--- src/rtl/riscv_mem_pkg.sv ---
// Shared definitions for the data-memory arbitration path: FSM state encoding
// and default bus widths.
package riscv_mem_pkg;

    localparam int DATA_W_DEF = 32;
    localparam int ADDR_W_DEF = 32;

    typedef enum logic {
        ST_IDLE  = 1'b0,
        ST_BURST = 1'b1
    } arb_state_e;

endpackage

--- src/rtl/dmem_burst_ctr.sv ---
// DMA burst beat counter: clamps the requested length, tracks the current beat
// and flags the final beat of a burst.
module dmem_burst_ctr #(
    parameter int BURST_MAX = 16,
    parameter int LEN_W     = $clog2(BURST_MAX) + 1
) (
    input  logic             clk,
    input  logic             rst,
    input  logic             i_start,
    input  logic             i_adv,
    input  logic [LEN_W-1:0] i_len,
    output logic             o_single,
    output logic             o_last,
    output logic [LEN_W-1:0] o_beat
);

    logic [LEN_W-1:0] w_len_clamp;
    logic [LEN_W-1:0] r_len_q;
    logic [LEN_W-1:0] r_beat;

    // A zero length still moves one word; oversize lengths saturate.
    always_comb begin
        w_len_clamp = i_len;
        if (i_len == '0) begin
            w_len_clamp = LEN_W'(1);
        end else if (i_len > LEN_W'(BURST_MAX)) begin
            w_len_clamp = LEN_W'(BURST_MAX);
        end
    end

    assign o_single = (w_len_clamp == LEN_W'(1));
    assign o_last   = (r_beat == r_len_q - LEN_W'(1));
    assign o_beat   = r_beat;

    always_ff @(posedge clk or negedge rst) begin
        if (!rst) begin
            r_len_q <= '0;
            r_beat  <= '0;
        end else if (i_start) begin
            r_len_q <= w_len_clamp;
            r_beat  <= o_single ? '0 : LEN_W'(1);
        end else if (i_adv) begin
            r_beat  <= o_last ? '0 : r_beat + LEN_W'(1);
        end
    end

endmodule

--- src/rtl/dmem_arbiter.sv ---
// Data-memory arbiter between the MEM-stage core port and a DMA burst port.
// Define DMEM_ARB_PERF_EN to add the perf_c_stall / perf_d_wait counters.
module dmem_arbiter
    import riscv_mem_pkg::*;
#(
    parameter int ADDR_W    = ADDR_W_DEF,
    parameter int DATA_W    = DATA_W_DEF,
    parameter int BURST_MAX = 16,
    parameter int MAX_WAIT  = 8,
    parameter int LEN_W     = $clog2(BURST_MAX) + 1
) (
    input  logic              clk,
    input  logic              rst,
    input  logic              c_req,
    input  logic              c_we,
    input  logic [ADDR_W-1:0] c_addr,
    input  logic [DATA_W-1:0] c_wdata,
    output logic              c_gnt,
    output logic              c_stall,
    output logic              c_rvalid,
    output logic [DATA_W-1:0] c_rdata,
    input  logic              d_req,
    input  logic              d_we,
    input  logic [ADDR_W-1:0] d_addr,
    input  logic [LEN_W-1:0]  d_len,
    input  logic [DATA_W-1:0] d_wdata,
    output logic              d_gnt,
    output logic              d_rvalid,
    output logic [DATA_W-1:0] d_rdata,
    output logic              d_done,
    output logic              mem_we,
    output logic [ADDR_W-1:0] mem_addr,
    output logic [DATA_W-1:0] mem_wdata,
    input  logic [DATA_W-1:0] mem_rdata
`ifdef DMEM_ARB_PERF_EN
    ,
    output logic [31:0]       perf_c_stall,
    output logic [31:0]       perf_d_wait
`endif
);

    localparam int WAIT_W = $clog2(MAX_WAIT + 1);

    arb_state_e        r_state;
    arb_state_e        w_state_next;
    logic [WAIT_W-1:0] r_wait_cnt;
    logic [ADDR_W-1:0] r_base_q;
    logic              r_we_q;
    logic              r_c_rvalid;
    logic [DATA_W-1:0] r_c_rdata;
    logic              r_d_rvalid;
    logic [DATA_W-1:0] r_d_rdata;
    logic              r_d_done;

    logic              w_start;
    logic              w_adv;
    logic              w_single;
    logic              w_last;
    logic [LEN_W-1:0]  w_beat;
    logic              w_wait_full;

    dmem_burst_ctr #(
        .BURST_MAX (BURST_MAX),
        .LEN_W     (LEN_W)
    ) u_burst_ctr (
        .clk      (clk),
        .rst      (rst),
        .i_start  (w_start),
        .i_adv    (w_adv),
        .i_len    (d_len),
        .o_single (w_single),
        .o_last   (w_last),
        .o_beat   (w_beat)
    );

    assign w_wait_full = (r_wait_cnt == WAIT_W'(MAX_WAIT));

    // Grants are gated by rst so nothing reaches memory while reset is held.
    always_comb begin
        w_state_next = r_state;
        c_gnt        = 1'b0;
        d_gnt        = 1'b0;
        mem_we       = 1'b0;
        mem_addr     = '0;
        mem_wdata    = '0;
        w_start      = 1'b0;
        w_adv        = 1'b0;
        case (r_state)
            ST_IDLE: begin
                if (rst && d_req && (!c_req || w_wait_full)) begin
                    d_gnt     = 1'b1;
                    w_start   = 1'b1;
                    mem_we    = d_we;
                    mem_addr  = d_addr;
                    mem_wdata = d_wdata;
                    if (!w_single) begin
                        w_state_next = ST_BURST;
                    end
                end else if (rst && c_req) begin
                    c_gnt     = 1'b1;
                    mem_we    = c_we;
                    mem_addr  = c_addr;
                    mem_wdata = c_wdata;
                end
            end
            ST_BURST: begin
                d_gnt     = 1'b1;
                w_adv     = 1'b1;
                mem_we    = r_we_q;
                mem_addr  = r_base_q + ADDR_W'(w_beat);
                mem_wdata = d_wdata;
                if (w_last) begin
                    w_state_next = ST_IDLE;
                end
            end
            default: begin
                w_state_next = ST_IDLE;
            end
        endcase
    end

    assign c_stall = rst && c_req && !c_gnt;

    always_ff @(posedge clk or negedge rst) begin
        if (!rst) begin
            r_state    <= ST_IDLE;
            r_wait_cnt <= '0;
            r_base_q   <= '0;
            r_we_q     <= 1'b0;
        end else begin
            r_state <= w_state_next;
            if (w_start) begin
                r_wait_cnt <= '0;
                r_base_q   <= d_addr;
                r_we_q     <= d_we;
            end else if (r_state == ST_IDLE && d_req && !d_gnt && !w_wait_full) begin
                r_wait_cnt <= r_wait_cnt + WAIT_W'(1);
            end
        end
    end

    // Read data is captured into the owner's register in the grant cycle.
    always_ff @(posedge clk or negedge rst) begin
        if (!rst) begin
            r_c_rvalid <= 1'b0;
            r_c_rdata  <= '0;
            r_d_rvalid <= 1'b0;
            r_d_rdata  <= '0;
            r_d_done   <= 1'b0;
        end else begin
            r_c_rvalid <= c_gnt && !mem_we;
            r_d_rvalid <= d_gnt && !mem_we;
            r_d_done   <= d_gnt && ((r_state == ST_IDLE) ? w_single : w_last);
            if (c_gnt && !mem_we) begin
                r_c_rdata <= mem_rdata;
            end
            if (d_gnt && !mem_we) begin
                r_d_rdata <= mem_rdata;
            end
        end
    end

    assign c_rvalid = r_c_rvalid;
    assign c_rdata  = r_c_rdata;
    assign d_rvalid = r_d_rvalid;
    assign d_rdata  = r_d_rdata;
    assign d_done   = r_d_done;

`ifdef DMEM_ARB_PERF_EN
    logic [31:0] r_perf_c_stall;
    logic [31:0] r_perf_d_wait;

    always_ff @(posedge clk or negedge rst) begin
        if (!rst) begin
            r_perf_c_stall <= '0;
            r_perf_d_wait  <= '0;
        end else begin
            if (c_stall && (r_perf_c_stall != '1)) begin
                r_perf_c_stall <= r_perf_c_stall + 32'd1;
            end
            if (d_req && !d_gnt && (r_perf_d_wait != '1)) begin
                r_perf_d_wait <= r_perf_d_wait + 32'd1;
            end
        end
    end

    assign perf_c_stall = r_perf_c_stall;
    assign perf_d_wait  = r_perf_d_wait;
`endif

endmodule

--- config.mk ---
export PLATFORM = sky130hd
export DESIGN_NAME = dmem_arbiter
export DESIGN_NICKNAME = d
export VERILOG_FILES = /design/src/rtl/riscv_mem_pkg.sv /design/src/rtl/dmem_burst_ctr.sv /design/src/rtl/dmem_arbiter.sv
export SDC_FILE = /design/constraint.sdc
export NUM_CORES = 1
export LEC_CHECK = 0
export CORE_AREA = 2 2 119 121
export CTS_CLUSTER_SIZE = 16
export DETAILED_ROUTE_END_ITERATION = 7
export DIE_AREA = 0 0 121 123
export DONT_BUFFER_PORTS = 1
export PLACE_DENSITY_LB_ADDON = 0.12
export SLEW_MARGIN = 30
export SYNTH_ARGS = -nofsm -noshare
export SYNTH_HDL_FRONTEND = slang
export SYNTH_SLANG_ARGS = --single-unit
--- constraint.sdc ---
create_clock -name clk -period 2.8 [get_ports clk]
set_input_delay 0.14 -clock clk [delete_from_list [all_inputs] [get_ports clk]]
set_output_delay 0.14 -clock clk [all_outputs]
set_load 0.1 [all_outputs]
==> results_tabular.tex <==
\begin{tabular}{lr}
\hline
Metric & Value \\
\hline
\multicolumn{2}{l}{\textbf{GRT}} \\
\quad Vias in the first global route & approximately 5.4k \\
\quad Initial antenna violation count & 0 \\
\quad Maximum number of pins on one net before global-route repair & $\sim$120 \\
\quad Global-route wire length before repair & around 29 mm \\
\quad Tot GR Track Use & 0.2466 \\
\quad GRT overflow & 0 \\
\multicolumn{2}{l}{\textbf{Floorplan}} \\
\quad Ports & approximately 310 \\
\quad Placeable Area & 13610 sq um \\
\quad Die Footprint & between 10000 and 15000 sq um \\
\quad Die extent in y & $\sim$120 um \\
\quad Number of placement rows & 43 \\
\quad Die width & 121 um \\
\quad Starting density of the core & 0.4604 \\
\multicolumn{2}{l}{\textbf{Route}} \\
\quad Routed WL & roughly 19 mm \\
\quad Remaining DRCs & 0 \\
\quad 1st-iter DRT viols & about 260 \\
\quad Count of vias placed by the detailed router & $\sim$5.2k \\
\quad Post-DRT Antenna Nets & 0 \\
\quad Via density per instance & 5.805 \\
\quad Mean routed wirelength per cell & between 20 and 25 um \\
\quad First drt pass iteration count & 4 \\
\multicolumn{2}{l}{\textbf{Worst setup path}} \\
\quad Crit-path max FO & 5 \\
\quad Start-to-end type of the worst setup path & reg2out \\
\quad Launching element type of the critical path & flop \\
\quad Req. time, crit path & roughly 2.7 ns \\
\quad Register-to-register path setup slack & 0.25 ns \\
\quad Cell Chain, Critical Path & ha\_2, fa\_2, a211oi\_4, o21ba\_4, nor4\_2, xnor2\_1, a21oi\_4, buf\_12 \\
\quad CP peak stage delay & between 0.3 and 0.4 ns \\
\quad Critical Path Sink Type & output port \\
\quad Worst setup startpoint & r\_base\_q[0] \\
\quad Worst r2r src & r\_wait\_cnt[0] \\
\quad Slowest CP cell & sky130\_fd\_sc\_hd\_\_dfrtp\_1 \\
\quad Worst Path Arrival & 2.63 ns \\
\multicolumn{2}{l}{\textbf{Timing}} \\
\quad Final worst clock skew & 0.006871 ns \\
\quad Setup-failing EPs final & 0 \\
\quad Hold Fails Final Rpt & 0 \\
\quad Time the worst path needs with I/O delays and setup & roughly 2.8 ns \\
\quad Final Max Tran Viols & 0 \\
\quad Top achievable clock speed & between 300 and 400 MHz \\
\quad Setup\_tns & 0 ns \\
\quad Share of the cycle needed by the critical path after routing & 0.9878 \\
\quad Rel. slew slack & 0.3742 \\
\quad Worst Max-Slew Pin Slew & 0.9387 ns \\
\quad Unrepaired setup endpoints after global routing & true \\
\multicolumn{2}{l}{\textbf{Logic synthesis}} \\
\quad Post-synth ARST share & 1.000 \\
\quad Netlist cell types & between 40 and 50 \\
\quad Part of the Yosys area used for sequential elements & 0.4592 \\
\quad Area share of the leading cell type in the synthesized netlist & 0.4592 \\
\quad Post-synthesis instance area & 6267 sq um \\
\quad Gate Count Post-Synth & 561 \\
\quad Top\_reg\_cell synth & sky130\_fd\_sc\_hd\_\_dfrtp\_1 \\
\quad Count of flip-flops with a built-in enable after synthesis & 0 \\
\quad Yosys warning count & 0 \\
\quad Mapped Avg Cell Area & 11.17 sq um \\
\quad Net count after synthesis & around 740 \\
\quad Ranking of synthesized cells by area & sky130\_fd\_sc\_hd\_\_dfrtp\_1, sky130\_fd\_sc\_hd\_\_mux2\_2, sky130\_fd\_sc\_hd\_\_a22o\_1 \\
\quad Leading area contributor after synthesis & sky130\_fd\_sc\_hd\_\_dfrtp\_1 \\
\quad Post-synthesis sequential element count & 115 \\
\multicolumn{2}{l}{\textbf{Clocking}} \\
\quad Clock tree buffer depth & 2 \\
\quad TritonCTS clock tree & yes \\
\quad H-Tree Depth & 4 \\
\quad Clock root buffer & sky130\_fd\_sc\_hd\_\_clkbuf\_16 \\
\quad Clock sink total & $\sim$120 \\
\quad TritonCTS buffer count & 17 \\
\quad Clock latency reported for the late side of the worst-skew pair & $\sim$0.41 ns \\
\quad Post-CTS clock slew at the launch and capture registers of the worst setup and hold paths & around 0.06 ns \\
\multicolumn{2}{l}{\textbf{Min path}} \\
\quad Critical hold path startpoint & d\_len[2] \\
\quad Class of the most critical hold timing path & in2reg \\
\multicolumn{2}{l}{\textbf{Cells and area}} \\
\quad Antenna Diode Count & 0 \\
\quad Number of nets in the layout & slightly below 900 \\
\quad Signed area change from the synthesized netlist to the final layout & 52.57\% \\
\quad Ratio of cells with drive above 1 in the final layout & 0.3992 \\
\quad Filler instances & 931 \\
\multicolumn{2}{l}{\textbf{Placed design}} \\
\quad PortBufs & 0 \\
\quad DP Wirelength & 12.81 mm \\
\quad Final GP Congestion & about 0.84 \\
\multicolumn{2}{l}{\textbf{Job}} \\
\quad Max-capacitance violation count & 0 \\
\multicolumn{2}{l}{\textbf{Outcome}} \\
\quad Outcome & finished clean \\
\hline
\end{tabular}
## state kept, by name, indices dropped and copies added, names as in the netlist
name / flops
c_rdata: 32
d_rdata: 32
r_base_q: 32
u_burst_ctr.o_beat: 5
u_burst_ctr.r_len_q: 5
r_wait_cnt: 4
c_rvalid: 1
d_done: 1
d_rvalid: 1
r_state: 1
r_we_q: 1
## per-stage QoR
stage	hold slack (ns)	worst slack, ns	std cells	util	instance area, sq um
final	0.02947	0.03410	894	0.7025	9562
after global routing	0.02662	-0.09951	894	0.7025	9562
after CTS	-0.5863	0.0009628	891	0.6871	9353
after detailed placement	-0.1517	0.1850	785	0.5828	7933
after global placement	-0.1516	0.2648	785	0.5828	7933
after floorplan	-0.1556	-0.1833	561	-	6499
## synthesized netlist by cell type, drive strengths merged, types with 2 or more instances
master	n
a221oi	30
a211oi	3
a22o	32
nor2	11
xor2	15
xnor2	23
o21ai	19
clkbuf	22
nand3b	5
mux2	88
dfrtp	115
buf	20
a2111oi	6
nand2	47
nand3	6
nor2b	3
and4	2
inv	17
and3	3
and2	2
a21oi	35
a22oi	3
nor3	8
a21o	2
nand4	10
a31oi	2
nor4	7
ha	9
or3	4
## kinds of logic (layout without fill, tap and decap cells)
| group | Yosys count | in the layout | share of synthesized area |
|---|---|---|---|
| compound gates | 140 | 141 | 0.1707 |
| xor+xnor | 38 | 38 | 0.05310 |
| fa+ha+maj | 10 | 10 | 0.02116 |
| buf+inv | 60 | 212 | 0.04711 |
| flops | 115 | 115 | 0.4592 |
| mux | 88 | 88 | 0.1581 |
| simple gates | 110 | 110 | 0.09064 |
## path summary, 6_finish.rpt
check                                         endpoint  cells past startpoint
worst max-delay path                      mem_addr[30]                      8
worst min-delay path                           r_state                      4
worst max register to register            r_base_q[15]                      8
worst min register to register             r_base_q[0]                      2
max in group asynchronous       u_burst_ctr.r_len_q[0]                      2
min in group asynchronous                 r_base_q[20]                      2
## layer usage
layer,share of wire,up-vias,track usage
met1,0.40,2619,0.3036
met4,0.010,0,0.07340
li1,-,2369,-
met2,0.52,182,0.4185
met5,0,-,0
met3,0.072,20,0.07565
## layout make-up
| type | instances | area [sq um] | area share |
|---|---|---|---|
| Tap cell | 180 | 225.2 | 0.02355 |
| Multi-Input combinational cell | 387 | 3580 | 0.3744 |
| Inverter | 18 | 70.07 | 0.007328 |
| Clock inverter | 13 | 175.2 | 0.01832 |
| Clock buffer | 19 | 442.9 | 0.04632 |
| Timing Repair Buffer | 162 | 2185 | 0.2285 |
| Sequential cell | 115 | 2884 | 0.3016 |
## worst max-delay path: cells and delay by family (launching register included)
kind / cells / cell delay, ns
xor+xnor: 1 / 0.28
compound gates: 3 / 0.72
buf+inv: 1 / 0.19
fa+ha+maj: 2 / 0.57
simple gates: 1 / 0.08
flops: 1 / 0.38
## layout by cell type (no fill, tap or decap), types with 15 or more instances in the layout
cell type,count
sky130_fd_sc_hd__dfrtp_1,112
sky130_fd_sc_hd__mux2_2,85
sky130_fd_sc_hd__dlygate4sd3_1,70
sky130_fd_sc_hd__buf_12,60
sky130_fd_sc_hd__nand2_1,47
sky130_fd_sc_hd__a22o_1,32
sky130_fd_sc_hd__a221oi_1,30
sky130_fd_sc_hd__buf_4,25
sky130_fd_sc_hd__xnor2_1,19
sky130_fd_sc_hd__inv_1,17
sky130_fd_sc_hd__a21oi_2,17
sky130_fd_sc_hd__clkbuf_16,17
sky130_fd_sc_hd__o21ai_0,16
sky130_fd_sc_hd__xor2_1,15
## repair_timing
item                       4_1_cts  5_1_grt
resized for setup               15       27
pin swaps                        6       19
setup buffers                    4        1
setup endpoints to repair       57       28
hold endpoints to repair       217      115
hold buffers                    69        2
cloned                           1        0
Power is left out: the tool's default activity adds up to more than one toggle a clock period on the data nets, which glitch-free logic cannot reach.
